--- config.mk ---
export PLATFORM = sky130hd
export DESIGN_NAME = instr_sequencer
export DESIGN_NICKNAME = d
export VERILOG_FILES = /design/src/rtl/cpu4_pkg.sv /design/src/rtl/instr_decode.sv /design/src/rtl/instr_sequencer.sv
export SDC_FILE = /design/constraint.sdc
export NUM_CORES = 1
export LEC_CHECK = 0
export BUFFER_PORTS_ARGS = -buffer_cell sky130_fd_sc_hd__buf_2
export CELL_PAD_IN_SITES_DETAIL_PLACEMENT = 1
export CELL_PAD_IN_SITES_GLOBAL_PLACEMENT = 1
export CORE_MARGIN = 2
export CORE_UTILIZATION = 36
export DETAILED_ROUTE_END_ITERATION = 8
export GPL_ROUTABILITY_DRIVEN = 0
export PLACE_DENSITY = 0.81
export SLEW_MARGIN = 40
export SYNTH_ARGS = -nofsm -noshare
export SYNTH_HDL_FRONTEND = slang
export SYNTH_SLANG_ARGS = --single-unit
--- constraint.sdc ---
create_clock -name clk -period 2.43 [get_ports clk]
set_input_delay 0.3645 -clock clk [delete_from_list [all_inputs] [get_ports clk]]
set_output_delay 0.3645 -clock clk [all_outputs]
set_load 0.02 [all_outputs]
--- src/rtl/cpu4_pkg.sv ---
// Shared encodings for the 4-bit microcontroller: opcode classes, register
// codes, control-word bit positions and sequencer state.
package cpu4_pkg;

    // Instruction-register value used as a bubble after reset and on flush
    localparam logic [7:0] NOP_IR = 8'hFF;

    // Jump opcodes (1110_00kk), each followed by an address byte
    localparam logic [7:0] OP_JMP = 8'hE0;
    localparam logic [7:0] OP_JZ  = 8'hE1;
    localparam logic [7:0] OP_JNZ = 8'hE2;

    // Destination encoding (LOAD/MOVE dst field)
    localparam logic [2:0] DST_X0 = 3'd0;
    localparam logic [2:0] DST_X1 = 3'd1;
    localparam logic [2:0] DST_Y0 = 3'd2;
    localparam logic [2:0] DST_Y1 = 3'd3;
    localparam logic [2:0] DST_O  = 3'd4;
    localparam logic [2:0] DST_M  = 3'd5;
    localparam logic [2:0] DST_I  = 3'd6;
    localparam logic [2:0] DST_DM = 3'd7;

    // Source encoding (MOVE src field); only r differs from dst encoding
    localparam logic [2:0] SRC_R  = 3'd4;
    localparam logic [2:0] SRC_DM = 3'd7;

    // reg_en bit positions
    localparam int RE_X0 = 0;
    localparam int RE_X1 = 1;
    localparam int RE_Y0 = 2;
    localparam int RE_Y1 = 3;
    localparam int RE_R  = 4;
    localparam int RE_M  = 5;
    localparam int RE_I  = 6;
    localparam int RE_DM = 7;
    localparam int RE_O  = 8;

    // data_bus source_sel codes beyond the 0..7 register sources
    localparam logic [3:0] SS_PM   = 4'd8;
    localparam logic [3:0] SS_PINS = 4'd9;
    localparam logic [3:0] SS_ZERO = 4'd10;

    typedef enum logic {ST_RUN = 1'b0, ST_FLUSH = 1'b1} state_t;

    typedef enum logic [1:0] {
        JK_JMP  = 2'd0,
        JK_JZ   = 2'd1,
        JK_JNZ  = 2'd2,
        JK_NONE = 2'd3
    } jump_kind_t;

    // One-hot write enable for a LOAD/MOVE destination code
    function automatic logic [8:0] dst_onehot(input logic [2:0] dst);
        logic [8:0] oh;
        oh = '0;
        case (dst)
            DST_X0:  oh[RE_X0] = 1'b1;
            DST_X1:  oh[RE_X1] = 1'b1;
            DST_Y0:  oh[RE_Y0] = 1'b1;
            DST_Y1:  oh[RE_Y1] = 1'b1;
            DST_O:   oh[RE_O]  = 1'b1;
            DST_M:   oh[RE_M]  = 1'b1;
            DST_I:   oh[RE_I]  = 1'b1;
            default: oh[RE_DM] = 1'b1;
        endcase
        return oh;
    endfunction

endpackage

--- src/rtl/instr_decode.sv ---
// Pure combinational decode of the instruction register into the control
// word for the computational unit, plus jump classification for the sequencer.
module instr_decode
    import cpu4_pkg::*;
(
    input  logic [7:0] ir,
    output logic [3:0] source_sel,
    output logic [8:0] reg_en,
    output logic       i_sel,
    output logic       x_sel,
    output logic       y_sel,
    output logic       is_jump,
    output logic [1:0] jump_kind
);

    logic [2:0] dst;
    logic [2:0] src;
    logic       has_dst;
    logic       auto_inc;

    // Classify ir, then apply destination enable and dm post-increment of i
    always_comb begin
        source_sel = SS_ZERO;
        reg_en     = '0;
        i_sel      = 1'b0;
        x_sel      = 1'b0;
        y_sel      = 1'b0;
        is_jump    = 1'b0;
        jump_kind  = JK_NONE;
        dst        = ir[6:4];
        src        = ir[2:0];
        has_dst    = 1'b0;
        auto_inc   = 1'b0;

        if (!ir[7]) begin
            // LOAD 0ddd_nnnn
            has_dst    = 1'b1;
            dst        = ir[6:4];
            source_sel = SS_PM;
            auto_inc   = (dst == DST_DM);
        end else if (ir[7:6] == 2'b10) begin
            // MOVE 10dd_dsss; src==dst selects the input pins instead
            has_dst    = 1'b1;
            dst        = ir[5:3];
            source_sel = (src == dst) ? SS_PINS : {1'b0, src};
            auto_inc   = (dst == DST_DM) || (src == SRC_DM);
        end else if (ir[7:5] == 3'b110) begin
            // ALU 110x_yfff; fff 000/111 with y set is a no-op
            x_sel = ir[4];
            y_sel = ir[3];
            if (!(ir[3] && (ir[2:0] == 3'b000 || ir[2:0] == 3'b111)))
                reg_en[RE_R] = 1'b1;
        end else if (ir == OP_JMP || ir == OP_JZ || ir == OP_JNZ) begin
            is_jump   = 1'b1;
            jump_kind = ir[1:0];
        end

        if (has_dst) begin
            reg_en = reg_en | dst_onehot(dst);
            if (dst == DST_I) begin
                i_sel = 1'b0;
            end else if (auto_inc) begin
                reg_en[RE_I] = 1'b1;
                i_sel        = 1'b1;
            end
        end
    end

endmodule

--- src/rtl/instr_sequencer.sv ---
// Program sequencer: fetches bytes from program memory into ir, resolves
// two-byte jumps against r_eq_0, and drives the decoded control word.
module instr_sequencer
    import cpu4_pkg::*;
#(
    parameter int         PC_W   = 8,
    parameter logic [7:0] NOP_IR = cpu4_pkg::NOP_IR
) (
    input  logic            clk,
    input  logic            reset_n,
    input  logic            hold,
    input  logic [7:0]      pm_data,
    input  logic            r_eq_0,
    output logic [PC_W-1:0] pm_address,
    output logic [7:0]      ir,
    output logic [3:0]      nibble_ir,
    output logic [3:0]      source_sel,
    output logic [8:0]      reg_en,
    output logic            i_sel,
    output logic            x_sel,
    output logic            y_sel,
    output logic            dbg_state
);

    state_t          state, state_nxt;
    logic [PC_W-1:0] pc, pc_nxt;
    logic [7:0]      ir_nxt;
    logic [8:0]      dec_reg_en;
    logic            is_jump;
    logic [1:0]      jump_kind;
    logic            taken;

    instr_decode u_decode (
        .ir         (ir),
        .source_sel (source_sel),
        .reg_en     (dec_reg_en),
        .i_sel      (i_sel),
        .x_sel      (x_sel),
        .y_sel      (y_sel),
        .is_jump    (is_jump),
        .jump_kind  (jump_kind)
    );

    // Jump condition is evaluated in the cycle the jump sits in ir
    always_comb begin
        taken = 1'b0;
        case (jump_kind)
            JK_JMP:  taken = 1'b1;
            JK_JZ:   taken = r_eq_0;
            JK_JNZ:  taken = !r_eq_0;
            default: taken = 1'b0;
        endcase
    end

    // Next pc/ir/state; hold freezes everything
    always_comb begin
        state_nxt = state;
        pc_nxt    = pc;
        ir_nxt    = ir;
        if (!hold) begin
            case (state)
                ST_RUN: begin
                    if (is_jump) begin
                        // pm_data is the address byte; bubble the pipeline
                        pc_nxt    = taken ? pm_data : pc + PC_W'(1);
                        ir_nxt    = NOP_IR;
                        state_nxt = ST_FLUSH;
                    end else begin
                        pc_nxt = pc + PC_W'(1);
                        ir_nxt = pm_data;
                    end
                end
                default: begin
                    pc_nxt    = pc + PC_W'(1);
                    ir_nxt    = pm_data;
                    state_nxt = ST_RUN;
                end
            endcase
        end
    end

    // Sequencer registers, async reset to a NOP at address 0
    always_ff @(posedge clk or negedge reset_n) begin
        if (!reset_n) begin
            state <= ST_RUN;
            pc    <= '0;
            ir    <= NOP_IR;
        end else begin
            state <= state_nxt;
            pc    <= pc_nxt;
            ir    <= ir_nxt;
        end
    end

    // No register writes while frozen
    always_comb begin
        reg_en = hold ? 9'd0 : dec_reg_en;
    end

    assign pm_address = pc;
    assign nibble_ir  = ir[3:0];
    assign dbg_state  = state;

endmodule
==> out/metrics.csv <==
stage,metric,value,unit
cts,clk root buf,clkbuf_4,
die,Die Ht,63.6,µm
hold_path,WHS Path Cells,3,
critical_path,CP endpoint kind,output pin,
timing,Worst-Margin Slew,615,ps
drt,routed length per instance,15.9,µm
global_route,met2 Track Usage GR,36.2,%
placed_design,Place WS,321,ps
global_route,first-pass GRT wire length,6540,µm
power,total power,0.00104,W
synth,fraction of the yosys area taken by sequential cells,34.1,%
synth,main flop type after synthesis,dfrtp_1,
drt,routed wire length,3740,µm
timing,Final setup violation count,0,
cts,clk_lat worst skew,310,ps
timing,count of pins over their slew limit,0,
finish,Non-Filler Instances,235,
hold_path,HP Start,pm_data[0],
finish,FILL cells,440,
synth,Post-synth ARST share,100,%
synth,Synth Area per Inst,8.70,µm²
critical_path,CP Launch Type,flip-flop,
synth,Yosys cell types,51,
global_route,GR Layer Usage met3,3.93,%
die,core area,0.00336,mm²
finish,area growth from synthesis to layout,22.7,%
timing,Clock Skew,1.51,ps
critical_path,Setup CP Type,reg2out,
hold_path,WHS Endpoint,ir[0]$_DFFE_PN1N_,
timing,Slew HR,58.9,%
critical_path,worst reg-to-reg path cell count,5,
timing,period utilization,97.2,%
die,Die Wd,63.6,µm
cts,Worst-path clk slew,110,ps
drt,DRC violations left,0,
global_route,"Most Used Layer, Global Route",met2,
cts,H-tree lvl count,1,
drt,DR iter-0 viols,70,
drt,Vias,1318,
global_route,largest net degree at the start of global routing,26,
critical_path,Crit path required time,2070,ps
hold_path,hold crit path type,in2reg,
synth,Yosys warning total,0,
drt,Antenna Violating Nets Remaining,0,
synth,#FFs+latches synth,17,
cts,total clock sinks,17,
drt,Pre-Repair DR Iteration Count,4,
finish,Layout Nets,203,
placed_design,PortBufs,48,
die,die area,0.00404,mm²
finish,share of post-route cells with drive strength above 1,39.7,%
global_route,All-Layer GR Usage,20.3,%
timing,"Hold Vio Cnt, Final",0,
critical_path,FF-to-FF Start,ir[5]$_DFFE_PN1N_,
power,VDD IR-drop max,0.000376,V
global_route,met1 Resource Use GR,24.7,%
critical_path,Worst Path Arrival,2000,ps
power,PD cells,666,mW/mm²
placed_design,Placed Cells,228,
synth,cell area after synthesis,0.00128,mm²
global_route,Congestion Overflow GR,0,
synth,syn nets,160,
critical_path,R2R setup slack,640,ps
global_route,initial antenna violation count,0,
critical_path,maximum fanout along the worst path,13,
placed_design,DP HPWL,2770,µm
cts,CTS Buffer Depth,2,
global_route,vias in the first global route,1323,
die,# rows,21,
finish,diode count,0,
synth,"EDFF count, synth",0,
timing,Worst Slack Setup Final,68.3,ps
power,Leak,0.771,nW
outcome,status,"complete, no violations",
drt,Vias/cell,5.61,
job,# Max-Cap Violations,0,
cts,CTS Buf Count,3,
synth,Synth Instances,147,
timing,crit path time final,2360,ps
critical_path,R2R Path End,ir[2]$_DFFE_PN1N_,
die,I/O pin cnt,49,
timing,Fmax,0.423,GHz
cts,CTS tree,built,
die,Initial Utilization,38.0,%
==> sequential cells by signal, summed over array words and instances (netlist names) <==
name        count
ir              8
dbg_state       1
pm_address      8
==> layer usage <==
metal / routed length [µm] / vias to the layer above
met1: 1600 / 660
li1: - / 624
met2: 1980 / 31
met5: 0 / -
met4: 24 / 0
met3: 142 / 3
==> power by group <==
part / internal [W] / leakage (nW) / switching (W)
registers: 0.000348 / 0.180 / 0.0000872
clock network: 0.0000616 / 0.0177 / 0.000102
logic: 0.000186 / 0.573 / 0.000260
==> placed cells by master, fill, tap and decap left out, drive strengths merged, types with 6 or more instances in the layout <==
| cell type | Yosys | final |
|---|---|---|
| nor2b | 7 | 7 |
| nor2 | 8 | 8 |
| nand2 | 10 | 10 |
| dfstp | 8 | 8 |
| a211o | 7 | 7 |
| dfrtp | 9 | 9 |
| o21ai | 6 | 6 |
| a21oi | 8 | 8 |
| buf | 13 | 54 |
| nand3 | 10 | 10 |
==> worst max path at each step <==
stage                           start    end  cells past startpoint
floorplan           ir[6]$_DFFE_PN1N_  i_sel                      4
CTS                 ir[7]$_DFFE_PN1N_  i_sel                      5
finish              ir[6]$_DFFE_PN1N_  i_sel                      4
detailed placement  ir[7]$_DFFE_PN1N_  i_sel                      5
global route        ir[6]$_DFFE_PN1N_  i_sel                      4
global placement    ir[7]$_DFFE_PN1N_  i_sel                      5
==> Yosys cell counts, drive strengths merged (4+ instances only) <==
cell type	number	area share, %
and3	4	2.1
dfrtp	9	18
dfstp	8	16
o21ai	6	2.3
clkbuf	4	1.2
nand3	10	3.9
a221o	4	3.2
nor2b	7	3.4
buf	13	6.3
nand2	10	2.9
a21oi	8	3.1
mux2i	4	3.1
inv	4	1.2
a211o	7	4.9
nor2	8	2.3
==> worst max-delay path: stages (launching register included) <==
cell and delay [ps]:
dfstp_2 690, o21ai_0 150, or2_2 290, a222oi_1 320, buf_2 240
==> layout make-up <==
class	count	area, µm²	share of cell area, %
Timing Repair Buffer	55	299	19.1
Clock inverter	1	5.00	0.319
Multi-Input combinational cell	109	734	46.8
Clock buffer	3	22.5	1.44
Tap cell	46	57.6	3.67
Sequential cell	17	435	27.8
Inverter	4	15.0	0.957
==> metrics by stage <==
stage / setup TNS (ps) / instance area, µm² / util [%] / hold slack [ps]
6_report: 0 / 1570 / 46.7 / 336
5_1_grt: -45.5 / 1570 / 46.7 / 337
4_1_cts: 0 / 1560 / 46.3 / 326
3_5_place_dp: 0 / 1510 / 44.9 / 312
3_3_place_gp: 0 / 1510 / 44.9 / 306
2_1_floorplan: 0 / 1280 / - / 68.9
==> kinds of logic (layout without fill, tap and decap cells) <==
family,Yosys count,after routing,synth area share (%)
multiplexers,4,4,3.13
adder cells (fa/ha/maj),1,1,0.978
buffers and inverters,21,63,8.61
flip-flops,17,17,34.1
XOR/XNOR,3,3,2.06
AND/OR/NAND/NOR,64,64,30.0
AO/OA/AOI/OAI,37,37,21.1
==> repair_timing <==
item,4_1_cts,5_1_grt
pin swaps,0,1
setup buffers,1,1
hold buffers,1,0
gates resized for setup,0,2
hold endpoints to repair,9,0
endpoints found under the setup margin,1,2
No activity file was read; power rests on OpenSTA's default activity.
